===== config.mk =====
export PLATFORM = sky130hd
export DESIGN_NAME = qdiv_seq_flat
export DESIGN_NICKNAME = d
export VERILOG_FILES = /design/src/rtl/qdiv_seq_if.sv /design/src/rtl/qdiv_seq.sv /design/src/flat_wrapper.sv
export SDC_FILE = /design/constraint.sdc
export NUM_CORES = 1
export LEC_CHECK = 0
export CAP_MARGIN = 30
export CORE_UTILIZATION = 40
export CTS_BUF_LIST = sky130_fd_sc_hd__clkbuf_8
export DETAILED_ROUTE_END_ITERATION = 10
export GPL_ROUTABILITY_DRIVEN = 0
export PLACE_DENSITY = 0.58
export SETUP_SLACK_MARGIN = 0.15
export SLEW_MARGIN = 20
export SYNTH_ARGS = -nofsm -noshare
export SYNTH_HDL_FRONTEND = slang
export SYNTH_SLANG_ARGS = --single-unit
export TNS_END_PERCENT = 5

===== constraint.sdc =====
create_clock -name i_clk -period 2.5 [get_ports i_clk]
set_input_delay 0.25 -clock i_clk [delete_from_list [all_inputs] [get_ports i_clk]]
set_output_delay 0.25 -clock i_clk [all_outputs]
set_load 0.02 [all_outputs]

===== src/rtl/qdiv_seq_if.sv =====
// qdiv_seq_if: start/busy/done handshake and operand/result bundle for qdiv_seq
interface qdiv_seq_if #(parameter int N = 16);
  logic         i_start;
  logic [N-1:0] i_dividend;
  logic [N-1:0] i_divisor;
  logic         o_busy;
  logic         o_done;
  logic [N-1:0] o_result;
  logic         o_ovr;
  logic         o_dbz;
  modport master (output i_start, i_dividend, i_divisor, input o_busy, o_done, o_result, o_ovr, o_dbz);
  modport slave  (input i_start, i_dividend, i_divisor, output o_busy, o_done, o_result, o_ovr, o_dbz);
endinterface


===== src/rtl/qdiv_seq.sv =====
// qdiv_seq: sequential signed QN.Q restoring divider, one quotient bit per clock; define QDIV_ROUND_EN for round-half-away-from-zero
module qdiv_seq #(
  parameter int Q = 8,
  parameter int N = 16
) (
  input  logic      i_clk,
  input  logic      i_rst_n,
  qdiv_seq_if.slave bus
);
`ifdef QDIV_ROUND_EN
  localparam int W = N + Q + 1;
`else
  localparam int W = N + Q;
`endif
  localparam int CW = $clog2(W + 1);
  typedef enum logic [1:0] {IDLE, CALC, DONE} state_t;
  state_t          r_state;
  logic [W-1:0]    r_dvd;
  logic [N-1:0]    r_rem;
  logic [N-1:0]    r_dvs;
  logic [CW-1:0]   r_cnt;
  logic            r_sign;
  logic            r_dbz_c;
  logic            r_busy;
  logic            r_done;
  logic [N-1:0]    r_result;
  logic            r_ovr;
  logic            r_dbz;
  logic [N-1:0]    w_abs_dd;
  logic [N-1:0]    w_abs_dv;
  logic [N:0]      w_rem_sh;
  logic            w_ge;
  logic [N-1:0]    w_rem_nx;
  logic [W-1:0]    w_q;
  logic            w_sat;
  logic [N-2:0]    w_mag;
  logic [N-1:0]    w_res;
  assign w_abs_dd = bus.i_dividend[N-1] ? (~bus.i_dividend + 1'b1) : bus.i_dividend;
  assign w_abs_dv = bus.i_divisor[N-1]  ? (~bus.i_divisor  + 1'b1) : bus.i_divisor;
  assign w_rem_sh = {r_rem, r_dvd[W-1]};
  assign w_ge     = w_rem_sh >= {1'b0, r_dvs};
  assign w_rem_nx = w_ge ? N'(w_rem_sh - {1'b0, r_dvs}) : w_rem_sh[N-1:0];
`ifdef QDIV_ROUND_EN
  assign w_q      = {1'b0, r_dvd[W-1:1]} + W'(r_dvd[0]);
`else
  assign w_q      = r_dvd;
`endif
  assign w_sat    = r_dbz_c | (|w_q[W-1:N-1]);
  assign w_mag    = w_sat ? {(N-1){1'b1}} : w_q[N-2:0];
  assign w_res    = r_sign ? (~{1'b0, w_mag} + 1'b1) : {1'b0, w_mag};
  assign bus.o_busy   = r_busy;
  assign bus.o_done   = r_done;
  assign bus.o_result = r_result;
  assign bus.o_ovr    = r_ovr;
  assign bus.o_dbz    = r_dbz;
  // Control FSM with the shift/subtract datapath and registered handshake outputs
  always_ff @(posedge i_clk or negedge i_rst_n) begin
    if (!i_rst_n) begin
      r_state  <= IDLE;
      r_dvd    <= '0;
      r_rem    <= '0;
      r_dvs    <= '0;
      r_cnt    <= '0;
      r_sign   <= 1'b0;
      r_dbz_c  <= 1'b0;
      r_busy   <= 1'b0;
      r_done   <= 1'b0;
      r_result <= '0;
      r_ovr    <= 1'b0;
      r_dbz    <= 1'b0;
    end else begin
      r_done <= 1'b0;
      case (r_state)
        IDLE, DONE: begin
          if (bus.i_start) begin
            r_state <= CALC;
            r_busy  <= 1'b1;
            r_dvd   <= {w_abs_dd, {(W-N){1'b0}}};
            r_dvs   <= w_abs_dv;
            r_rem   <= '0;
            r_cnt   <= CW'(W);
            r_sign  <= (bus.i_dividend[N-1] ^ bus.i_divisor[N-1]) & (|bus.i_dividend);
            r_dbz_c <= ~|bus.i_divisor;
          end else begin
            r_state <= IDLE;
          end
        end
        CALC: begin
          if (~|r_cnt) begin
            r_state  <= DONE;
            r_busy   <= 1'b0;
            r_done   <= 1'b1;
            r_result <= w_res;
            r_ovr    <= w_sat;
            r_dbz    <= r_dbz_c;
          end else begin
            r_rem <= w_rem_nx;
            r_dvd <= {r_dvd[W-2:0], w_ge};
            r_cnt <= r_cnt - 1'b1;
          end
        end
        default: r_state <= IDLE;
      endcase
    end
  end
endmodule


===== src/flat_wrapper.sv =====
// flat-port wrapper written by rule: the top's interface ports become plain ports
module qdiv_seq_flat 
#(
  parameter int Q = 8,
  parameter int N = 16
)
  (i_clk, i_rst_n, bus_i_start, bus_i_dividend, bus_i_divisor, bus_o_busy, bus_o_done, bus_o_result, bus_o_ovr, bus_o_dbz);
  qdiv_seq_if #(.N(N)) bus_i ();
  input  logic i_clk;
  input  logic i_rst_n;
  input wire logic [$bits(bus_i.i_start)-1:0] bus_i_start;
  input wire logic [$bits(bus_i.i_dividend)-1:0] bus_i_dividend;
  input wire logic [$bits(bus_i.i_divisor)-1:0] bus_i_divisor;
  output wire logic [$bits(bus_i.o_busy)-1:0] bus_o_busy;
  output wire logic [$bits(bus_i.o_done)-1:0] bus_o_done;
  output wire logic [$bits(bus_i.o_result)-1:0] bus_o_result;
  output wire logic [$bits(bus_i.o_ovr)-1:0] bus_o_ovr;
  output wire logic [$bits(bus_i.o_dbz)-1:0] bus_o_dbz;
  assign bus_i.i_start = bus_i_start;
  assign bus_i.i_dividend = bus_i_dividend;
  assign bus_i.i_divisor = bus_i_divisor;
  assign bus_o_busy = bus_i.o_busy;
  assign bus_o_done = bus_i.o_done;
  assign bus_o_result = bus_i.o_result;
  assign bus_o_ovr = bus_i.o_ovr;
  assign bus_o_dbz = bus_i.o_dbz;
  qdiv_seq #(.Q(Q), .N(N)) u_core (.i_clk(i_clk), .i_rst_n(i_rst_n), .bus(bus_i));
endmodule

==> results.py <==
metrics = {
    "yosys": {
        "number_of_synthesized_flops_with_an_enable_pin": 0,
        "synth_seq_area_share": 0.3891,
        "asyncSetResetFlopFracSynth": 1.000,
        "synthesis.yosys.warnings": 0,
        "syn_area_um2": 5466,
        "mappedNetlistNets": 709,
        "netlist_top_cells_area": "sky130_fd_sc_hd__dfrtp_1, sky130_fd_sc_hd__nand2_1, sky130_fd_sc_hd__o21ai_1, sky130_fd_sc_hd__ha_1, sky130_fd_sc_hd__xor2_1",
        "yosys.area.top_type": "sky130_fd_sc_hd__dfrtp_1",
        "synth_cell_types": 61,
        "synth.top_cell.area_share": 0.3891,
        "postSynthAreaPerCell_um2": 8.384,
        "synthFlopType": "sky130_fd_sc_hd__dfrtp_1",
        "synth-seq-cells": 85,
        "number_of_standard_cells_after_synthesis": 652,
    },
    "clock_network": {
        "clock_sinks": 85,
        "cts_made_buffers": 9,
        "cts.reportedPaths.clkPinSlew_ns": 0.09,
        "clk_latency_ns": 0.37,
        "htree_levels": 3,
        "cts_max_path_buffers": 2,
        "tritoncts_clock_tree": "yes",
        "cts.root.buffer_cell": "sky130_fd_sc_hd__clkbuf_8",
    },
    "floorplan": {
        "total_die_area_um2": 14140,
        "die_h_um": 118.9,
        "floorplan.rows": 42,
        "die_width_um": 118.9,
        "ios": 55,
        "coreArea_um2": 13300,
        "initial_core_util": 0.4112,
    },
    "finish": {
        "antenna_cells": 0,
        "layout.filler_cells": 1293,
        "layout.cells.non_filler": 902,
        "finalNetCount": 778,
        "area_growth_pct": 23.14,
        "drive_gt1_frac": 0.1364,
    },
    "detailed_routing": {
        "drc": 0,
        "ant_nets": 0,
        "detailroute.via_count": 4868,
        "wirelength_um": 13340,
        "drtIter0Drc": 298,
        "drtPass1Iterations": 6,
        "avgViaCountPerCell": 5.397,
        "drt-wirelength-per-cell_um": 14.79,
    },
    "timing": {
        "min_period_over_period": 0.9521,
        "setup_viol": 0,
        "slew_headroom": 0.5563,
        "hold_violations": 0,
        "max_freq_mhz": 420.1,
        "unrepaired_setup_endpoints_after_global_routing": "true",
        "tightestPinTransition_ns": 0.6656,
        "fin_skew_ns": 0.01381,
        "finalWorstPathRequiredPeriod_ns": 2.380,
        "timing_max_transition_violations_final": 0,
    },
    "min_path": {
        "hold_path_class": "in2async",
    },
    "worst_setup_path": {
        "worst_setup_path_start_kind": "flop",
        "cp_data_required_time_ns": 2.75,
        "kind_of_end_point_of_the_critical_path": "flop",
        "cp_max_fo": 4,
        "timing_worst_setup_path_type": "reg2reg",
        "critPathArrivalTime_ns": 2.63,
    },
    "power_and_ir_drop": {
        "finalPower_uw": 9448,
        "peakVddDrop_v": 0.0006136,
        "pwr_per_cell_area_nw_per_um2": 1404,
        "static-leakage-power_uw": 0.002823,
    },
    "global_routing": {
        "grt_pass1_wl_um": 22800,
        "vias_in_the_first_global_route": 4680,
        "grt-ovfl-total": 0,
        "grt_usage": 0.1999,
        "number_of_antenna_violations_at_the_first_check_in_global_routing": 0,
        "grt_max_degree": 48,
    },
    "run": {
        "timing.max_cap.violations": 0,
    },
    "placement": {
        "dp_hpwl_um": 10030,
        "dp.cells": 883,
        "numPortBuffers": 54,
    },
    "outcome": {
        "outcome": "finished, final reports clean",
    },
}
## cell usage after synthesis (all sizes together) (2+ instances only)
cell and instances:
o31ai 9, dfrtp 85, nor4 5, o311ai 7
nand3 27, or3 10, or4 4, clkbuf 23
o211ai 3, a211oi 2, buf 10, o31a 2
a21boi 4, mux2i 8, xor2 27, nor3b 2
o41ai 9, o22ai 6, nand3b 2, and3 4
a31oi 7, o21ai 84, nor3 24, a32oi 4
nand2b 6, a211o 4, nand4 5, xnor2 14
ha 21, a21oi 36, nor2 42, inv 31
mux2 2, nand2 98, nor2b 9, a21o 4
## worst paths after layout
path	start	end	slack (ns)	cells after the start
max	u_core.r_dvd[17]$_DFFE_PN0P_	u_core.bus.o_result[14]$_DFFE_PN0P_	0.12	10
max reg2reg	u_core.r_dvd[17]$_DFFE_PN0P_	u_core.bus.o_result[14]$_DFFE_PN0P_	0.12	10
min in group i_clk	u_core.bus.o_dbz$_DFFE_PN0P_	u_core.bus.o_dbz$_DFFE_PN0P_	0.48	2
min	i_rst_n	u_core.r_rem[10]$_DFFE_PN0P_	0.43	2
min reg2reg	u_core.bus.o_dbz$_DFFE_PN0P_	u_core.bus.o_dbz$_DFFE_PN0P_	0.48	2
max in group asynchronous	i_rst_n	u_core.r_dvd[20]$_DFFE_PN0P_	1.39	3
## report_power, final
part / internal (uW) / leakage, uW / switching [uW]
logic: 2670 / 0.00166 / 3200
registers: 2010 / 0.00106 / 609
clock network: 450 / 0.000107 / 506
total: 5130 / 0.00282 / 4320
## sequential cells by signal, summed over array words and instances, names as in the netlist
signal and count:
u_core.bus.o_busy 1, u_core.bus.o_dbz 1, u_core.bus.o_done 1, u_core.bus.o_ovr 1, u_core.bus.o_result 16, u_core.r_cnt 5
u_core.r_dbz_c 1, u_core.r_dvd 24, u_core.r_dvs 16, u_core.r_rem 16, u_core.r_sign 1, u_core.r_state 2
## final cells by class
class,instances,area (um^2),share of cell area
Tap cell,176,220.2,0.03271
Clock buffer,9,123.9,0.01840
Multi-Input combinational cell,503,3254,0.4835
Inverter,31,116.4,0.01729
Sequential cell,85,2127,0.3160
Clock inverter,7,60.06,0.008922
Timing Repair Buffer,91,829.5,0.1232
## worst max-delay path: stages, from the launching register on
cell	delay, ns
sky130_fd_sc_hd__dfrtp_1	0.42
sky130_fd_sc_hd__nor4_2	0.31
sky130_fd_sc_hd__nand3_2	0.16
sky130_fd_sc_hd__buf_6	0.15
sky130_fd_sc_hd__nor2_4	0.11
sky130_fd_sc_hd__ha_4	0.15
sky130_fd_sc_hd__nor2b_4	0.17
sky130_fd_sc_hd__nand4_1	0.17
sky130_fd_sc_hd__o41ai_2	0.36
sky130_fd_sc_hd__xnor2_1	0.18
sky130_fd_sc_hd__o21ai_1	0.07
## repair_timing
item / in CTS / in global routing
endpoints found under the hold margin: 44 / 0
buffers inserted: 1 / 1
resized for setup: 4 / 28
pin swaps: 3 / 11
hold buffers: 1 / 0
endpoints found under the setup margin: 9 / 21
## placed cells by master (no fill, tap or decap), types with 21 or more instances in the layout
cell type / n
sky130_fd_sc_hd__clkdlybuf4s50_1: 53
sky130_fd_sc_hd__nor2_1: 37
sky130_fd_sc_hd__a21oi_1: 34
sky130_fd_sc_hd__inv_1: 29
sky130_fd_sc_hd__dfrtp_1: 85
sky130_fd_sc_hd__nand2_1: 98
sky130_fd_sc_hd__nor3_1: 21
sky130_fd_sc_hd__buf_4: 34
sky130_fd_sc_hd__xor2_1: 27
sky130_fd_sc_hd__nand3_1: 26
sky130_fd_sc_hd__o21ai_1: 73
## metrics by stage
stage                       util  hold slack [ns]  setup TNS (ns)  worst slack, ns  instance area (um^2)
after global routing      0.5063           0.4891        -0.03304         -0.03304                  6731
after floorplan                -         -0.04559               0           0.1314                  5512
final                     0.5063           0.4294               0           0.1198                  6731
after detailed placement  0.4784           0.3154               0          0.05951                  6361
after global placement    0.4784           0.3033               0           0.1122                  6361
after CTS                 0.4953           0.4442               0           0.1276                  6585
## metal layers
layer	track usage	up-vias	routed length [um]
met1	0.2656	2269	6383
li1	-	2461	-
met3	0.03927	13	506
met2	0.3268	125	6253
met5	0	-	0
met4	0.06408	0	196
## logic make-up (layout without fill, tap and decap cells)
family | after synthesis | count (layout) | share of synthesized area
compound gates | 187 | 187 | 0.2161
mux | 10 | 10 | 0.01877
simple gates | 243 | 243 | 0.2106
xor+xnor | 41 | 41 | 0.06569
buf+inv | 64 | 138 | 0.04807
flops | 85 | 85 | 0.3891
fa+ha+maj | 22 | 22 | 0.05173
No activity file was read; power rests on OpenSTA's default activity.
